===== src/rtl/vote_logger_if.sv =====
// Voting front-end signal bundle: operator inputs (mode, raw buttons) and the
// tally/strobe outputs consumed by the result-mode display selector.
interface vote_logger_if;
  logic       mode;
  logic       candidate1_button_press;
  logic       candidate2_button_press;
  logic       candidate3_button_press;
  logic [6:0] candidate1_vote;
  logic [6:0] candidate2_vote;
  logic [6:0] candidate3_vote;
  logic [8:0] total_votes;
  logic       valid_vote_casted;

  modport master (
    output mode, candidate1_button_press, candidate2_button_press, candidate3_button_press,
    input  candidate1_vote, candidate2_vote, candidate3_vote, total_votes, valid_vote_casted
  );

  modport slave (
    input  mode, candidate1_button_press, candidate2_button_press, candidate3_button_press,
    output candidate1_vote, candidate2_vote, candidate3_vote, total_votes, valid_vote_casted
  );
endinterface


===== src/rtl/vote_logger.sv =====
// EVM voting-mode front end: synchronises and debounces three candidate buttons,
// accepts one vote per clean press and keeps saturating per-candidate tallies.
module vote_logger #(
  parameter logic [15:0] DEBOUNCE_CYCLES = 16'd50000,
  parameter logic [6:0]  MAX_VOTES       = 7'd99
) (
  input logic           clock,
  input logic           reset,
  vote_logger_if.slave  bus
);

  typedef enum logic [1:0] {IDLE, PRESS_DB, CAST, REL_DB} state_t;

  state_t      state_q, state_d;
  logic [2:0]  sync1_q, sync2_q;
  logic [1:0]  sel_q, sel_d;
  logic [15:0] cnt_q, cnt_d;
  logic [6:0]  tally_q [3];
  logic [6:0]  tally_d [3];
  logic [8:0]  total_q, total_d;
  logic        pulse_q, pulse_d;

  logic [2:0]  b;
  logic        single;
  logic [1:0]  pressIdx;
  logic [2:0]  selOneHot;
  logic        cntLast;
  logic [6:0]  selTally;

  assign b         = sync2_q;
  assign single    = (b != 3'b000) && ((b & (b - 3'd1)) == 3'b000);
  assign selOneHot = 3'b001 << sel_q;
  assign cntLast   = (cnt_q == DEBOUNCE_CYCLES - 16'd1);

  always_comb begin
    pressIdx = 2'd0;
    case (b)
      3'b010:  pressIdx = 2'd1;
      3'b100:  pressIdx = 2'd2;
      default: pressIdx = 2'd0;
    endcase
  end

  always_comb begin
    selTally = tally_q[0];
    case (sel_q)
      2'd1:    selTally = tally_q[1];
      2'd2:    selTally = tally_q[2];
      default: selTally = tally_q[0];
    endcase
  end

  // Next-state logic; a vote is only committed in CAST, so aborts and resets
  // anywhere earlier can never leave a partial count behind.
  always_comb begin
    state_d = state_q;
    sel_d   = sel_q;
    cnt_d   = cnt_q;
    tally_d = tally_q;
    total_d = total_q;
    pulse_d = 1'b0;
    case (state_q)
      IDLE: begin
        if (!bus.mode && single) begin
          sel_d   = pressIdx;
          cnt_d   = 16'd0;
          state_d = PRESS_DB;
        end
      end
      PRESS_DB: begin
        if (bus.mode || (b != selOneHot)) begin
          state_d = IDLE;
        end else if (cntLast) begin
          state_d = CAST;
        end else begin
          cnt_d = cnt_q + 16'd1;
        end
      end
      CAST: begin
        state_d = REL_DB;
        cnt_d   = 16'd0;
        if (selTally < MAX_VOTES) begin
          tally_d[sel_q] = selTally + 7'd1;
          total_d        = total_q + 9'd1;
          pulse_d        = 1'b1;
        end
      end
      REL_DB: begin
        if (b != 3'b000) begin
          cnt_d = 16'd0;
        end else if (cntLast) begin
          state_d = IDLE;
        end else begin
          cnt_d = cnt_q + 16'd1;
        end
      end
      default: state_d = IDLE;
    endcase
  end

  always_ff @(posedge clock) begin
    if (reset) begin
      state_q    <= IDLE;
      sync1_q    <= 3'b000;
      sync2_q    <= 3'b000;
      sel_q      <= 2'd0;
      cnt_q      <= 16'd0;
      tally_q[0] <= 7'd0;
      tally_q[1] <= 7'd0;
      tally_q[2] <= 7'd0;
      total_q    <= 9'd0;
      pulse_q    <= 1'b0;
    end else begin
      state_q    <= state_d;
      sync1_q    <= {bus.candidate3_button_press, bus.candidate2_button_press,
                     bus.candidate1_button_press};
      sync2_q    <= sync1_q;
      sel_q      <= sel_d;
      cnt_q      <= cnt_d;
      tally_q[0] <= tally_d[0];
      tally_q[1] <= tally_d[1];
      tally_q[2] <= tally_d[2];
      total_q    <= total_d;
      pulse_q    <= pulse_d;
    end
  end

  assign bus.candidate1_vote   = tally_q[0];
  assign bus.candidate2_vote   = tally_q[1];
  assign bus.candidate3_vote   = tally_q[2];
  assign bus.total_votes       = total_q;
  assign bus.valid_vote_casted = pulse_q;

endmodule


===== src/flat_wrapper.sv =====
// flat-port wrapper written by rule: the top's interface ports become plain ports
module vote_logger_flat 
#(
  parameter logic [15:0] DEBOUNCE_CYCLES = 16'd50000,
  parameter logic [6:0]  MAX_VOTES       = 7'd99
)
  (clock, reset, bus_mode, bus_candidate1_button_press, bus_candidate2_button_press, bus_candidate3_button_press, bus_candidate1_vote, bus_candidate2_vote, bus_candidate3_vote, bus_total_votes, bus_valid_vote_casted);
  vote_logger_if bus_i ();
  input logic clock;
  input logic reset;
  input wire logic [$bits(bus_i.mode)-1:0] bus_mode;
  input wire logic [$bits(bus_i.candidate1_button_press)-1:0] bus_candidate1_button_press;
  input wire logic [$bits(bus_i.candidate2_button_press)-1:0] bus_candidate2_button_press;
  input wire logic [$bits(bus_i.candidate3_button_press)-1:0] bus_candidate3_button_press;
  output wire logic [$bits(bus_i.candidate1_vote)-1:0] bus_candidate1_vote;
  output wire logic [$bits(bus_i.candidate2_vote)-1:0] bus_candidate2_vote;
  output wire logic [$bits(bus_i.candidate3_vote)-1:0] bus_candidate3_vote;
  output wire logic [$bits(bus_i.total_votes)-1:0] bus_total_votes;
  output wire logic [$bits(bus_i.valid_vote_casted)-1:0] bus_valid_vote_casted;
  assign bus_i.mode = bus_mode;
  assign bus_i.candidate1_button_press = bus_candidate1_button_press;
  assign bus_i.candidate2_button_press = bus_candidate2_button_press;
  assign bus_i.candidate3_button_press = bus_candidate3_button_press;
  assign bus_candidate1_vote = bus_i.candidate1_vote;
  assign bus_candidate2_vote = bus_i.candidate2_vote;
  assign bus_candidate3_vote = bus_i.candidate3_vote;
  assign bus_total_votes = bus_i.total_votes;
  assign bus_valid_vote_casted = bus_i.valid_vote_casted;
  vote_logger #(.DEBOUNCE_CYCLES(DEBOUNCE_CYCLES), .MAX_VOTES(MAX_VOTES)) u_core (.clock(clock), .reset(reset), .bus(bus_i));
endmodule

===== config.mk =====
export PLATFORM = sky130hd
export DESIGN_NAME = vote_logger_flat
export DESIGN_NICKNAME = d
export VERILOG_FILES = /design/src/rtl/vote_logger_if.sv /design/src/rtl/vote_logger.sv /design/src/flat_wrapper.sv
export SDC_FILE = /design/constraint.sdc
export NUM_CORES = 1
export LEC_CHECK = 0
export CAP_MARGIN = 25
export CORE_UTILIZATION = 40
export CTS_CLUSTER_SIZE = 20
export DETAILED_ROUTE_END_ITERATION = 7
export HOLD_SLACK_MARGIN = 0.08
export PLACE_DENSITY_LB_ADDON = 0.15
export SYNTH_ARGS = -nofsm -noshare
export SYNTH_HDL_FRONTEND = slang
export SYNTH_SLANG_ARGS = --single-unit

===== constraint.sdc =====
create_clock -name clock -period 5.14 [get_ports clock]
set_input_delay 1.028 -clock clock [delete_from_list [all_inputs] [get_ports clock]]
set_output_delay 1.028 -clock clock [all_outputs]
set_load 0.005 [all_outputs]

==> results.toml <==
[yosys]
synth_cells = 326
syn_nets = 338
synth_cell_types = 48
synth_top_area_frac = 0.3904
yosys_warnings = 0
synth-seq-cells = 57
synth_area_per_cell_sq_um = 8.966
yosysTopAreaCell = "dfxtp_1"
yosysSeqAreaShare = 0.3904
syn-cell-area_sq_um = 2923
synth_area_leaders = "dfxtp_1, mux2i_1, nor2_1"

[worst_setup_path]
path_max_fanout = 16
cp-end-kind = "flop"
slowest_delay_ns = 0.63
reg2regPathDepth = 7
worstSetupPathType = "reg -> reg"
crit_slowest_cell = "ha_1"
path_cells = "inv_1, ha_1, a21oi_1, or3_1, o41ai_4, nand2_2, mux2i_1"
cp.required_ns = 5.36
worst_setup_path_start_kind = "flop"
worst-r2r-setup-slack_ns = 2.29
arrival_ns = 3.07

[floorplan]
core_sq_um = 6944
die_area_sq_um = 7653
start_util = 0.4209
die_y_um = 87.48
num_io_pins = 37
num_rows = 30
die_x_um = 87.48

[timing]
final.min_clock_period_ns = 2.852
drv_slew = 0
whs_ns = 0.4408
fin_skew_ns = 0.007719
slew_headroom = 0.5805
fmax_ghz = 0.3506
hold_viol_final = 0
period_share = 0.5549
setup_viol = 0
fin_tns_setup_ns = 0
grt_setup_unrepaired = "no"
worstMarginPinSlew_ns = 0.6279

[worst_hold_path]
hold_depth = 1
hp-class = "reg -> reg"

[grt]
grt_max_degree = 38
grt_pass1_wl_um = 10550
antenna_found_initial = 0
grt_pass1_vias = 2240
gr-total-overflow = 0
track_usage = 0.1777

[detailed_routing]
wl_per_cell_um = 13.35
ant_nets = 0
wl_um = 6180
vias = 2419
first_pass_iters = 6
drt_iter0_drc = 196
remaining_drc_errors = 0
via_per_inst = 5.225

[cts]
cts_buffer_depth = 2
cts_tree = "built"
cts-htree-levels = 3
path_clk_slew_ns = 0.07
post_cts_buffers = 0
root_buffer = "clkbuf_8"
insertion_delay_ns = 0.33
clock_sink_count = 57
hold_buffers = 0
ctsResizeCount = 0
cts_made_buffers = 9

[place]
dpl.hpwl_um = 4343
numPortBuffers = 36
place_congestion = 0.7617
dpl_cell_area_sq_um = 3351

[layout]
nNetsFinal = 374
final_area_sq_um = 3560
antenna_cells = 0
drive_gt1_frac = 0.09264
area_growth_pct = 21.79

[power_and_ir_drop]
power_uw = 948.9
p_leak_nw = 1.259
powerDensity_nw_per_um2 = 266.6
vdd_drop_max_uv = 152.5

[flow_run]
drv_cap = 0

[run_status]
status = "completed"
==> path summary, 6_finish.rpt <==
kind / from / endpoint
worst max-delay path: u_core.sel_q[0] / u_core.bus.candidate1_vote[4]
worst min-delay path: u_core.sync1_q[2] / u_core.b[2]
worst max register to register: u_core.sel_q[0] / u_core.bus.candidate1_vote[4]
worst min register to register: u_core.sync1_q[2] / u_core.b[2]
==> registers in the layout (all words and copies together) (netlist names), named ones only <==
register                      count
u_core.bus.total_votes            9
u_core.state_q                    1
u_core.bus.candidate1_vote        7
u_core.bus.candidate2_vote        7
u_core.cnt_q                     16
u_core.bus.valid_vote_casted      1
u_core.bus.candidate3_vote        7
u_core.sync1_q                    3
u_core.sel_q                      2
u_core.b                          3
==> routing by layer <==
layer / share of wire / track usage / wire length (um)
met4: 0.017 / 0.08346 / 103
met1: 0.55 / 0.2580 / 3417
met3: 0.031 / 0.03507 / 192
met5: 0 / 0 / 0
met2: 0.40 / 0.2493 / 2466
==> critical path: cells and delay by family (launching register included) <==
kind,cells,cell delay [ns]
AO/OA/AOI/OAI,2,0.81
buffers and inverters,1,0.07
adder cells (fa/ha/maj),1,0.63
flip-flops,1,0.36
multiplexers,1,0.15
AND/OR/NAND/NOR,2,0.71
==> synth_stat cells, drive strengths merged <==
master,n
nand4b,1
o22ai,3
and4,1
ha,6
buf,8
a22o,2
o211a,1
a21oi,12
and2,1
or3,7
xnor2,15
a31o,1
nand3,8
a211oi,3
o21a,2
xor2,7
mux2,5
nand4,8
and3,4
nor2,45
nand3b,1
a22oi,5
dfxtp,57
nand2b,13
a21o,2
o41ai,1
or2,2
nor4,5
o211ai,2
inv,10
mux2i,24
or4b,3
nor2b,13
o221ai,1
nand2,16
clkbuf,6
or4,1
nor3,7
o21bai,4
o21ai,11
nor3b,2
==> area by class of cell <==
cell class              instances  area, sq um
flip-flops and latches         57         1141
repair buffers                 39        382.9
clock buffers                   9        123.9
inverters                      10        37.54
well taps                      96        120.1
fillers                       651         3385
multi-input cells             245         1669
clock inverters                 7        85.08
==> cell families after synthesis <==
family                   count (synthesis)  share of synthesized area
flip-flops                              57                     0.3904
buffers and inverters                   24                    0.03853
XOR/XNOR                                22                    0.06593
AO/OA/AOI/OAI                           50                     0.1293
multiplexers                            29                     0.1015
adder cells (fa/ha/maj)                  6                    0.02568
AND/OR/NAND/NOR                        138                     0.2487
==> per-stage QoR <==
step	util	setup WS, ns	std cells
final	0.5126	2.288	463
after global routing	0.5126	2.046	463
after CTS	0.5126	2.271	463
after detailed placement	0.4825	2.148	447
after global placement	0.4814	2.181	446
after floorplan	-	2.780	326
==> power breakdown <==
group / total, mW / switching, mW / internal (mW)
Combinational: 0.0490 / 0.0296 / 0.0194
Clock: 0.448 / 0.180 / 0.268
Sequential: 0.452 / 0.00542 / 0.446
Total: 0.949 / 0.215 / 0.734
==> cell usage in the layout, fill, tap and decap left out, types with 3 or more instances in the layout <==
cell / n
nand2b_1: 13
o21ai_1: 4
a211oi_1: 3
nand3_1: 8
nand4_1: 8
nor3_1: 7
buf_4: 3
nor2_1: 45
dfxtp_1: 57
a22oi_1: 3
o21bai_1: 4
mux2i_1: 24
xor2_1: 7
mux2_1: 5
nor2b_1: 13
o21ai_0: 6
clkdlybuf4s50_1: 36
clkbuf_8: 9
a21oi_1: 11
clkinv_2: 5
o22ai_2: 3
nand2_2: 3
ha_1: 6
xnor2_1: 15
inv_1: 10
or3_1: 7
nand2_1: 13
nor4_1: 4
and3_1: 4
or4b_1: 3
Power figures use the tool's default switching activity.
